$ cat src/rtl/screen_state_fsm.sv
// ----------------------------------------------------------------------------
// screen_state_fsm
//
// Top-level game-flow controller. It sequences the welcome, play, freeze and
// game-over screens and keeps the lives and level counters.
//
// Optional feature macro: SCREEN_STATE_FSM_PAUSE_EN
//   When defined, adds a PAUSE state that is toggled from PLAY by pauseKey.
//   When undefined, the PAUSE state is absent and pauseKey is unused.
//
// Parameters
//   INIT_LIVES      lives loaded at the start of a new game (1..3)
//   MAX_LEVEL       number of the final level (1..7)
//   FREEZE_FRAMES   frames gameplay stays frozen after a hit or level-up (1..255)
//   GAMEOVER_FRAMES minimum frames the game-over screen is held (1..255)
//
// Ports
//   clk           system clock
//   reset         synchronous active-high reset
//   startOfFrame  one-cycle pulse per video frame
//   startKey      level-sensitive start/confirm key
//   playerHit     one-cycle pulse on player/ball collision
//   levelCleared  one-cycle pulse when all balls are destroyed
//   pauseKey      level-sensitive pause key (PAUSE_EN builds only)
//   selector      screen select: 0 welcome, 1 play, 2 game over
//   lives         remaining lives
//   level         current level number
//   freeze        gameplay objects must hold position
//   newGame       one-cycle pulse re-initialising game objects
//   gameWon       set on the game-over screen when the final level was cleared
// ----------------------------------------------------------------------------
module screen_state_fsm #(
  parameter int INIT_LIVES      = 3,
  parameter int MAX_LEVEL       = 4,
  parameter int FREEZE_FRAMES   = 60,
  parameter int GAMEOVER_FRAMES = 180
) (
  input  logic       clk,
  input  logic       reset,
  input  logic       startOfFrame,
  input  logic       startKey,
  input  logic       playerHit,
  input  logic       levelCleared,
  input  logic       pauseKey,
  output logic [1:0] selector,
  output logic [1:0] lives,
  output logic [2:0] level,
  output logic       freeze,
  output logic       newGame,
  output logic       gameWon
);

`ifdef SCREEN_STATE_FSM_PAUSE_EN
  typedef enum logic [2:0] {
    ST_WELCOME  = 3'd0,
    ST_PLAY     = 3'd1,
    ST_FREEZE   = 3'd2,
    ST_GAMEOVER = 3'd3,
    ST_PAUSE    = 3'd4
  } state_t;
`else
  typedef enum logic [2:0] {
    ST_WELCOME  = 3'd0,
    ST_PLAY     = 3'd1,
    ST_FREEZE   = 3'd2,
    ST_GAMEOVER = 3'd3
  } state_t;
`endif

  state_t      r_state;
  state_t      w_state_nxt;

  // Key sampling: r_*_q is the registered key, r_*_d its one-cycle-delayed
  // copy. The edge is therefore acted on one cycle after the key is sampled.
  logic        r_start_q;
  logic        r_start_d;
  logic        w_start_edge;

  logic [7:0]  r_frame_cnt;
  logic [7:0]  w_frame_nxt;
  logic [1:0]  r_lives;
  logic [1:0]  w_lives_nxt;
  logic [2:0]  r_level;
  logic [2:0]  w_level_nxt;
  logic        r_game_won;
  logic        w_game_won_nxt;
  logic        r_new_game;
  logic        w_new_game_nxt;
  logic [1:0]  r_selector;
  logic [1:0]  w_selector_nxt;
  logic        r_freeze;
  logic        w_freeze_nxt;

  logic        w_freeze_done;
  logic        w_go_sat;
  logic        w_last_life;
  logic        w_last_level;

`ifdef SCREEN_STATE_FSM_PAUSE_EN
  logic        r_pause_q;
  logic        r_pause_d;
  logic        w_pause_edge;

  assign w_pause_edge = r_pause_q & ~r_pause_d;
`else
  logic        w_unused_pause;

  assign w_unused_pause = pauseKey;
`endif

  assign w_start_edge = r_start_q & ~r_start_d;

  // The FREEZE_FRAMES-th pulse ends the freeze on the cycle it is counted.
  // Widened compare so the counter itself never has to reach a wrapping value.
  assign w_freeze_done = startOfFrame &&
                         (({1'b0, r_frame_cnt} + 9'd1) == 9'(FREEZE_FRAMES));
  assign w_go_sat      = (r_frame_cnt >= 8'(GAMEOVER_FRAMES));
  assign w_last_life   = (r_lives <= 2'd1);
  assign w_last_level  = (r_level >= 3'(MAX_LEVEL));

  // --------------------------------------------------------------------------
  // State and registered outputs
  // --------------------------------------------------------------------------
  always_ff @(posedge clk) begin
    if (reset) begin
      r_state     <= ST_WELCOME;
      r_start_q   <= 1'b1;
      r_start_d   <= 1'b1;
      r_frame_cnt <= 8'd0;
      r_lives     <= 2'd0;
      r_level     <= 3'd0;
      r_game_won  <= 1'b0;
      r_new_game  <= 1'b0;
      r_selector  <= 2'd0;
      r_freeze    <= 1'b0;
`ifdef SCREEN_STATE_FSM_PAUSE_EN
      r_pause_q   <= 1'b1;
      r_pause_d   <= 1'b1;
`endif
    end else begin
      r_state     <= w_state_nxt;
      r_start_q   <= startKey;
      r_start_d   <= r_start_q;
      r_frame_cnt <= w_frame_nxt;
      r_lives     <= w_lives_nxt;
      r_level     <= w_level_nxt;
      r_game_won  <= w_game_won_nxt;
      r_new_game  <= w_new_game_nxt;
      r_selector  <= w_selector_nxt;
      r_freeze    <= w_freeze_nxt;
`ifdef SCREEN_STATE_FSM_PAUSE_EN
      r_pause_q   <= pauseKey;
      r_pause_d   <= r_pause_q;
`endif
    end
  end

  // --------------------------------------------------------------------------
  // Next-state logic
  // --------------------------------------------------------------------------
  always_comb begin
    w_state_nxt = r_state;
    case (r_state)
      ST_WELCOME: begin
        if (w_start_edge) w_state_nxt = ST_PLAY;
      end
      ST_PLAY: begin
        // playerHit wins over levelCleared when both arrive together.
        if (playerHit) begin
          w_state_nxt = w_last_life ? ST_GAMEOVER : ST_FREEZE;
        end else if (levelCleared) begin
          w_state_nxt = w_last_level ? ST_GAMEOVER : ST_FREEZE;
        end
`ifdef SCREEN_STATE_FSM_PAUSE_EN
        else if (w_pause_edge) begin
          w_state_nxt = ST_PAUSE;
        end
`endif
      end
      ST_FREEZE: begin
        if (w_freeze_done) w_state_nxt = ST_PLAY;
      end
      ST_GAMEOVER: begin
        if (w_go_sat && w_start_edge) w_state_nxt = ST_WELCOME;
      end
`ifdef SCREEN_STATE_FSM_PAUSE_EN
      ST_PAUSE: begin
        if (w_pause_edge) w_state_nxt = ST_PLAY;
      end
`endif
      default: w_state_nxt = ST_WELCOME;
    endcase
  end

  // --------------------------------------------------------------------------
  // Output / datapath next values
  // --------------------------------------------------------------------------
  always_comb begin
    w_lives_nxt    = r_lives;
    w_level_nxt    = r_level;
    w_game_won_nxt = r_game_won;
    w_new_game_nxt = 1'b0;

    case (r_state)
      ST_WELCOME: begin
        if (w_start_edge) begin
          w_lives_nxt    = 2'(INIT_LIVES);
          w_level_nxt    = 3'd1;
          w_game_won_nxt = 1'b0;
          w_new_game_nxt = 1'b1;
        end
      end
      ST_PLAY: begin
        if (playerHit) begin
          w_lives_nxt = w_last_life ? 2'd0 : (r_lives - 2'd1);
        end else if (levelCleared) begin
          if (w_last_level) w_game_won_nxt = 1'b1;
          else              w_level_nxt    = r_level + 3'd1;
        end
      end
      ST_GAMEOVER: begin
        if (w_go_sat && w_start_edge) w_game_won_nxt = 1'b0;
      end
      default: ;
    endcase

    // Frame counter restarts on every state entry; in GAMEOVER it saturates.
    if (w_state_nxt != r_state) begin
      w_frame_nxt = 8'd0;
    end else if (startOfFrame &&
                 ((r_state == ST_FREEZE) ||
                  ((r_state == ST_GAMEOVER) && !w_go_sat))) begin
      w_frame_nxt = r_frame_cnt + 8'd1;
    end else begin
      w_frame_nxt = r_frame_cnt;
    end

    case (w_state_nxt)
      ST_WELCOME:  w_selector_nxt = 2'd0;
      ST_GAMEOVER: w_selector_nxt = 2'd2;
      default:     w_selector_nxt = 2'd1;
    endcase

`ifdef SCREEN_STATE_FSM_PAUSE_EN
    w_freeze_nxt = (w_state_nxt == ST_FREEZE) || (w_state_nxt == ST_PAUSE);
`else
    w_freeze_nxt = (w_state_nxt == ST_FREEZE);
`endif
  end

  assign selector = r_selector;
  assign lives    = r_lives;
  assign level    = r_level;
  assign freeze   = r_freeze;
  assign newGame  = r_new_game;
  assign gameWon  = r_game_won;

endmodule

$ cat config.mk
export PLATFORM = sky130hd
export DESIGN_NAME = screen_state_fsm
export DESIGN_NICKNAME = d
export VERILOG_FILES = /design/src/rtl/screen_state_fsm.sv
export SDC_FILE = /design/constraint.sdc
export NUM_CORES = 1
export LEC_CHECK = 0
export BUFFER_PORTS_ARGS = -buffer_cell sky130_fd_sc_hd__buf_2
export CAP_MARGIN = 10
export CORE_MARGIN = 4
export CORE_UTILIZATION = 60
export DETAILED_ROUTE_END_ITERATION = 12
export PLACE_DENSITY = 0.83
export SLEW_MARGIN = 40
export SYNTH_ARGS = -nofsm -noshare
export SYNTH_HDL_FRONTEND = slang
export SYNTH_SLANG_ARGS = --single-unit
$ cat constraint.sdc
create_clock -name clk -period 4.1 [get_ports clk]
set_input_delay 0.41 -clock clk [delete_from_list [all_inputs] [get_ports clk]]
set_output_delay 0.41 -clock clk [all_outputs]
set_load 0.05 [all_outputs]
# --- Yosys cells after proc, flatten, opt, wreduce, memory -nomap -nowiden ---
# Cells that the tools add are included.
totals:
  latchBits: 0
  mem_bits_ro: 0
  in_bits: 7
  word_cells: 74
  ram_bits: 0
  memories: 0
  ff_bits: 23
classes:
  add_sub_neg: 4
  n_div: 0
  shifts: 0
  n_eq_ne: 14
  multipliers: 0
  reduce_logical: 15
  bitwise_logic: 3
  mux: 25
  n_lt_le_gt_ge: 3
op_table:
  columns: ["cell", "count"]
  rows:
  - ["two-way mux 3 bit", 9]
  - ["inequality test 2 bit, second input constant", 7]
  - ["equality test 3 x 2 -> 1 bit, second input constant", 4]
  - ["one-hot mux 3 bit (4 select lines)", 1]
  - ["adder 8 x 1 -> 9 bit, second input constant", 1]
  - ["equality test 9 x 6 -> 1 bit, second input constant", 1]
  - ["adder 8 x 1 -> 8 bit, second input constant", 1]
  - ["greater-or-equal comparator 8 bit, second input constant", 1]
  - ["two-way mux 1 bit", 8]
  - ["one-hot mux 2 bit (2 select lines)", 2]
  - ["logical NOT 3 bit", 2]
  - ["two-way mux 2 bit", 3]
  - ["one-hot mux 3 bit (2 select lines)", 1]
  - ["AND reduction 6 bit", 1]
  - ["AND reduction 5 bit", 1]
  - ["logical AND 1 bit", 4]
  - ["OR reduction 2 bit", 2]
  - ["adder 3 x 1 -> 3 bit, second input constant", 1]
  - ["equality test 3 x 1 -> 1 bit, second input constant", 1]
  - ["greater-or-equal comparator 3 bit, second input constant", 1]
  - ["inequality test 3 bit", 1]
  - ["one-hot mux 1 bit (3 select lines)", 1]
  - ["AND reduction 3 bit", 1]
  - ["nonzero test 3 bit", 1]
  - ["other kinds (7)", 8]

# --- Longest topological paths before layout ---
logic_depth:
  depth_word: 7
  ltp_mapped: 6

# --- Worst setup path before layout ---
# Ideal clock, no wire load.
synth_timing:
  path_type: "register to register"
  startpoint: "register r_level[2] (netlist: level[2])"
  endpoint: "register r_state[0]"
  setup_slack_ns: 2.430
  stages_incl_launch_ff: 5
  arrival_time_ns: 1.556
  n_path_buf: 0
  path_cell_list: "dfxtp_1 > or3b_2 > a32oi_1 > o21ai_0 > o21a_1"
synth_via:
  elab_chain_cells: 5
synth_rtl:
  columns: ["element", "line_no", "text"]
  rows:
  - ["start, declared", "83", "logic [2:0] r_level;"]
  - ["start signal, assigned", "146", "r_level <= w_level_nxt;"]
  - ["greater-or-equal comparator 3 bit", "119", "assign w_last_level = (r_level >= 3'(MAX_LEVEL));"]
  - ["two-way mux 1 bit", "172", "w_state_nxt = w_last_level ? ST_GAMEOVER : ST_FREEZE;"]
  - ["two-way mux 3 bit", "171", "end else if (levelCleared) begin"]
  - ["two-way mux 3 bit", "169", "if (playerHit) begin"]
  - ["one-hot mux 3 bit (4 select lines)", "163", "case (r_state)"]
  - ["end signal, assigned", "141", "r_state <= w_state_nxt;"]
  - ["end, declared", "70", "state_t r_state;"]
# No other way between the ends.
# A chain may end at the register's enable or synchronous reset.

# --- Worst setup path in the final report ---
layout_timing:
  startpoint: "register r_state[0]"
  endpoint: "register r_frame_cnt[0]"
layout_via:
  elab_chain_cells: 5
  elab_cells_between_ends: 15
  classes_between: "eq/ne: 4; mux: 6; reduce/logical: 5"
layout_rtl:
  columns: ["element", "line_no", "text"]
  rows:
  - ["two-way mux 3 bit", "171", null]
  - ["two-way mux 3 bit", "169", null]
  - ["one-hot mux 3 bit (4 select lines)", "163", null]
  - ["inequality test 3 bit", "228", "if (w_state_nxt != r_state) begin"]
  - ["OR reduction 2 bit (no line)", null, null]
  - ["end signal, assigned", "144", "r_frame_cnt <= w_frame_nxt;"]
  - ["end, declared", "79", "logic [7:0] r_frame_cnt;"]
# Several ways; a longest one is shown, not always the timed one.

==> summary by stage <==
Drt
The count of TritonRoute iterations in the first routing pass is 4. After detailed routing, the average wire length per cell comes to ~15 µm. The number of routed nets with antenna violations is 0. The average vias per placed instance is 6.296. For this run, design rule violations remaining after detail routing come to 0. The initial DRC count is 51. The final wirelength is 2747 µm. The final route contains 1127 vias.

Timing
The max-slew violation total from the final report is 0. The final setup violation count is 0. Between clock sinks in the finished design, the worst skew comes to 0.01272 ns. The count of endpoints failing hold in the final timing report is 0. The smallest clock period supported by the final layout is computed as 2.111 ns.

The share of the cycle needed by the critical path after routing is 0.5149. The worst slew margin relative to its limit is 0.5190. Setup slack closes at 1.989 ns. Setup total negative slack on the finished layout was measured at 0 ns. The transition time of the tightest slew-check pin is between 0.7 and 0.8 ns. For this run, the top clock speed supported by timing is between 400 and 500 MHz. Hold timing on the final database bottoms out at a slack of 0.2784 ns. Setup repair after global routing left no endpoint under its margin.

Power and ir drop
The total power is 358.8 µW. Power spread over the standard cell area amounts to 264.0 nW/µm². The leakage component of the power is between 0.5 and 0.6 nW. Across the VDD grid, the largest voltage drop is 252.3 µV.

Global route
The first-pass GRT wire length is 4416 µm. The remaining global-route overflow is 0. The global-route usage over all layers is 0.2066. The number of global-route vias before repair came to 1005. The largest net degree at the start of global routing is 14. The initial antenna violation count is 0.

Synthesis
In the post-synthesis netlist, the biggest area contributors are sky130_fd_sc_hd__dfxtp_1 (36%), sky130_fd_sc_hd__ha_1 (3.9%), sky130_fd_sc_hd__o21ai_0 (3.2%). After synthesis the netlist holds a flip-flop and latch count of 23. After synthesis the cells add up to 1267 µm². Counting distinct cell types in the post-synthesis netlist gives 50. Yosys printed 0 warnings. The proportion of synthesized flip-flops having asynchronous set or reset is 0. The post-synthesis net count is approximately 150. Of all cell types, the one taking the most synthesized area is sky130_fd_sc_hd__dfxtp_1.

For this run, the register share of the synthesized area comes to 0.3633. The leading cell type by number of instances after synthesis is sky130_fd_sc_hd__dfxtp_1. Counting flops with a built-in enable in the synthesized netlist gives 0.

Of the post-synthesis cell area, the dominant cell type holds 0.3633. In this run the mean area of a mapped cell was 9.053 µm². The most used flip-flop cell after synthesis is sky130_fd_sc_hd__dfxtp_1. The commonest cells after synthesis are sky130_fd_sc_hd__dfxtp_1 (23), sky130_fd_sc_hd__nand2_1 (10), sky130_fd_sc_hd__o21ai_0 (8). The number of instances in the synthesized netlist is 140.

Clocking
CTS built an H-tree with a depth of 1. The number of hold-repair buffers added at the cts stage is 0. The TritonCTS clock tree is done.

In this run the post-CTS setup repair buffer count came out at 0. The clock net in this run drives a total of 23 sinks. In this run, CTS created clock tree buffers numbering 3. Clock-pin slew was measured on the worst setup and hold paths at about 0.13 ns. The clock latency on the worst-skew pair is around 0.31 ns. The cell at the root of the clock tree is sky130_fd_sc_hd__clkbuf_4. The number of instances resized during post-cts repair is 0. The maximum number of buffers from clock root to sink is 2.

Place
In this run, placement finished with an instance count of 175. The congestion estimate from routability-driven global placement came to between 0.8 and 0.9. Once detailed placement completed, the half-perimeter wirelength came to 2051 µm. The number of buffer cells added on primary ports is 15. Before CTS, the worst setup slack after placement is 2.069 ns.

Layout
In the final layout, the share of cells above drive strength 1 is 0.2368. The number of diodes is 0. At the end of the flow, the number of nets in the layout was about 160. The layout-stage area growth over the synthesis result is 7.206%.

The layout has 155 filler cells. The final standard cell count with taps included and fillers excluded is between 150 and 200.

Setup path
The worst setup path is of the reg -> reg kind. The startpoint type of the worst setup path is a flip-flop. The capturing point of the worst reg2reg path is r_frame_cnt[0]. The most critical setup path has its startpoint at r_state[0]. Setup slack on the worst reg-to-reg path comes out at 1.99 ns. The cell depth of the worst flop-to-flop path is 4. The critical path endpoint category is a flip-flop. The most critical setup path has its endpoint at r_frame_cnt[0]. Data arrives at the worst endpoint at 2.29 ns.

In this run the critical register-to-register path is launched from r_state[0]. The required time at the endpoint of the critical path is 4.28 ns. Of all nets on the critical path, the largest fanout is 12.

Die
The cell row count is 16. The die height is between 50 and 60 µm. The area of the die is 2912 µm². The placeable core region is just under 2000 µm². For this configuration, the core starts out at a cell density of 0.6395.

The die width is 53.96 µm. The total I/O pin count is 17.

Job
Max-cap violations in this run came to 0.

Outcome
The flow ran to the end, and the final reports show no timing, DRC or antenna violations.

Worst hold path
The path class of the lowest-slack min-delay path is in -> reg.
logic make-up (layout without fill, tap and decap cells):
| family | Yosys count | count (layout) | share of synthesized area |
|---|---|---|---|
| buf+inv | 11 | 23 | 0.04738 |
| mux | 2 | 2 | 0.01580 |
| simple gates | 55 | 55 | 0.2547 |
| xor+xnor | 3 | 3 | 0.02073 |
| flops | 23 | 23 | 0.3633 |
| fa+ha+maj | 4 | 4 | 0.03949 |
| other cells | 1 | 1 | 0.002959 |
| compound gates | 41 | 41 | 0.2557 |
flip-flops by register name (all words and copies together), names as in the netlist:
| signal | cells |
|---|---|
| gameWon | 1 |
| level | 3 |
| lives | 2 |
| selector | 2 |
| r_start_d | 1 |
| r_start_q | 1 |
| r_frame_cnt | 8 |
| r_state | 3 |
| newGame | 1 |
| freeze | 1 |
cell type report:
cell class | instances | area, µm² | area share
flip-flops and latches | 23 | 460.4 | 0.3389
repair buffers | 15 | 75.07 | 0.05525
well taps | 27 | 33.78 | 0.02486
clock inverters | 1 | 5.005 | 0.003683
multi-input cells | 106 | 747.0 | 0.5497
clock buffers | 3 | 22.52 | 0.01657
inverters | 4 | 15.01 | 0.01105
worst max-delay path, stage by stage, from the launching register on:
cell	delay (ns)
sky130_fd_sc_hd__dfxtp_1	0.57
sky130_fd_sc_hd__nor3b_1	0.65
sky130_fd_sc_hd__o21ai_0	0.36
sky130_fd_sc_hd__o2111ai_2	0.29
sky130_fd_sc_hd__nor3_1	0.10
stage by stage:
stage | instance area, µm² | utilization
after global placement | 1331 | 0.6717
after detailed placement | 1331 | 0.6717
after floorplan | 1267 | -
after CTS | 1359 | 0.6856
after global routing | 1359 | 0.6856
final | 1359 | 0.6856
how the worst min path moves through the flow:
stage                    from   endpoint  slack, ns  cells past startpoint
CTS                  startKey  r_start_q       0.27                      2
finish               startKey  r_start_q       0.28                      2
floorplan           r_start_q  r_start_d       0.42                      1
detailed placement  r_start_q  r_start_d       0.45                      1
global route         startKey  r_start_q       0.27                      2
global placement    r_start_q  r_start_d       0.44                      1
report_power, final:
part | internal [mW] | total [mW] | switching, mW | leakage [nW]
sequential | 0.227 | 0.230 | 0.00332 | 0.186
combinational | 0.00796 | 0.0240 | 0.0161 | 0.350
clock | 0.0365 | 0.105 | 0.0685 | 0.0177
cells in the final DEF, fill, tap and decap left out, types with 4 or more instances in the layout:
cell type                  n
sky130_fd_sc_hd__dfxtp_1  23
sky130_fd_sc_hd__buf_2    15
sky130_fd_sc_hd__nand2_1  10
sky130_fd_sc_hd__o21ai_0   8
sky130_fd_sc_hd__nor2_1    6
sky130_fd_sc_hd__nand3_1   6
sky130_fd_sc_hd__inv_1     4
sky130_fd_sc_hd__a21oi_1   4
sky130_fd_sc_hd__or3_1     4
sky130_fd_sc_hd__nor3_1    4
sky130_fd_sc_hd__ha_1      4
per-layer routing:
metal	routed length, µm	GRT usage	vias to the layer above
met5	0	0	-
met4	17	0.08085	0
met3	179	0.04155	4
met2	1336	0.3407	42
met1	1213	0.2609	534
li1	-	-	547
Power figures use the tool's default switching activity.
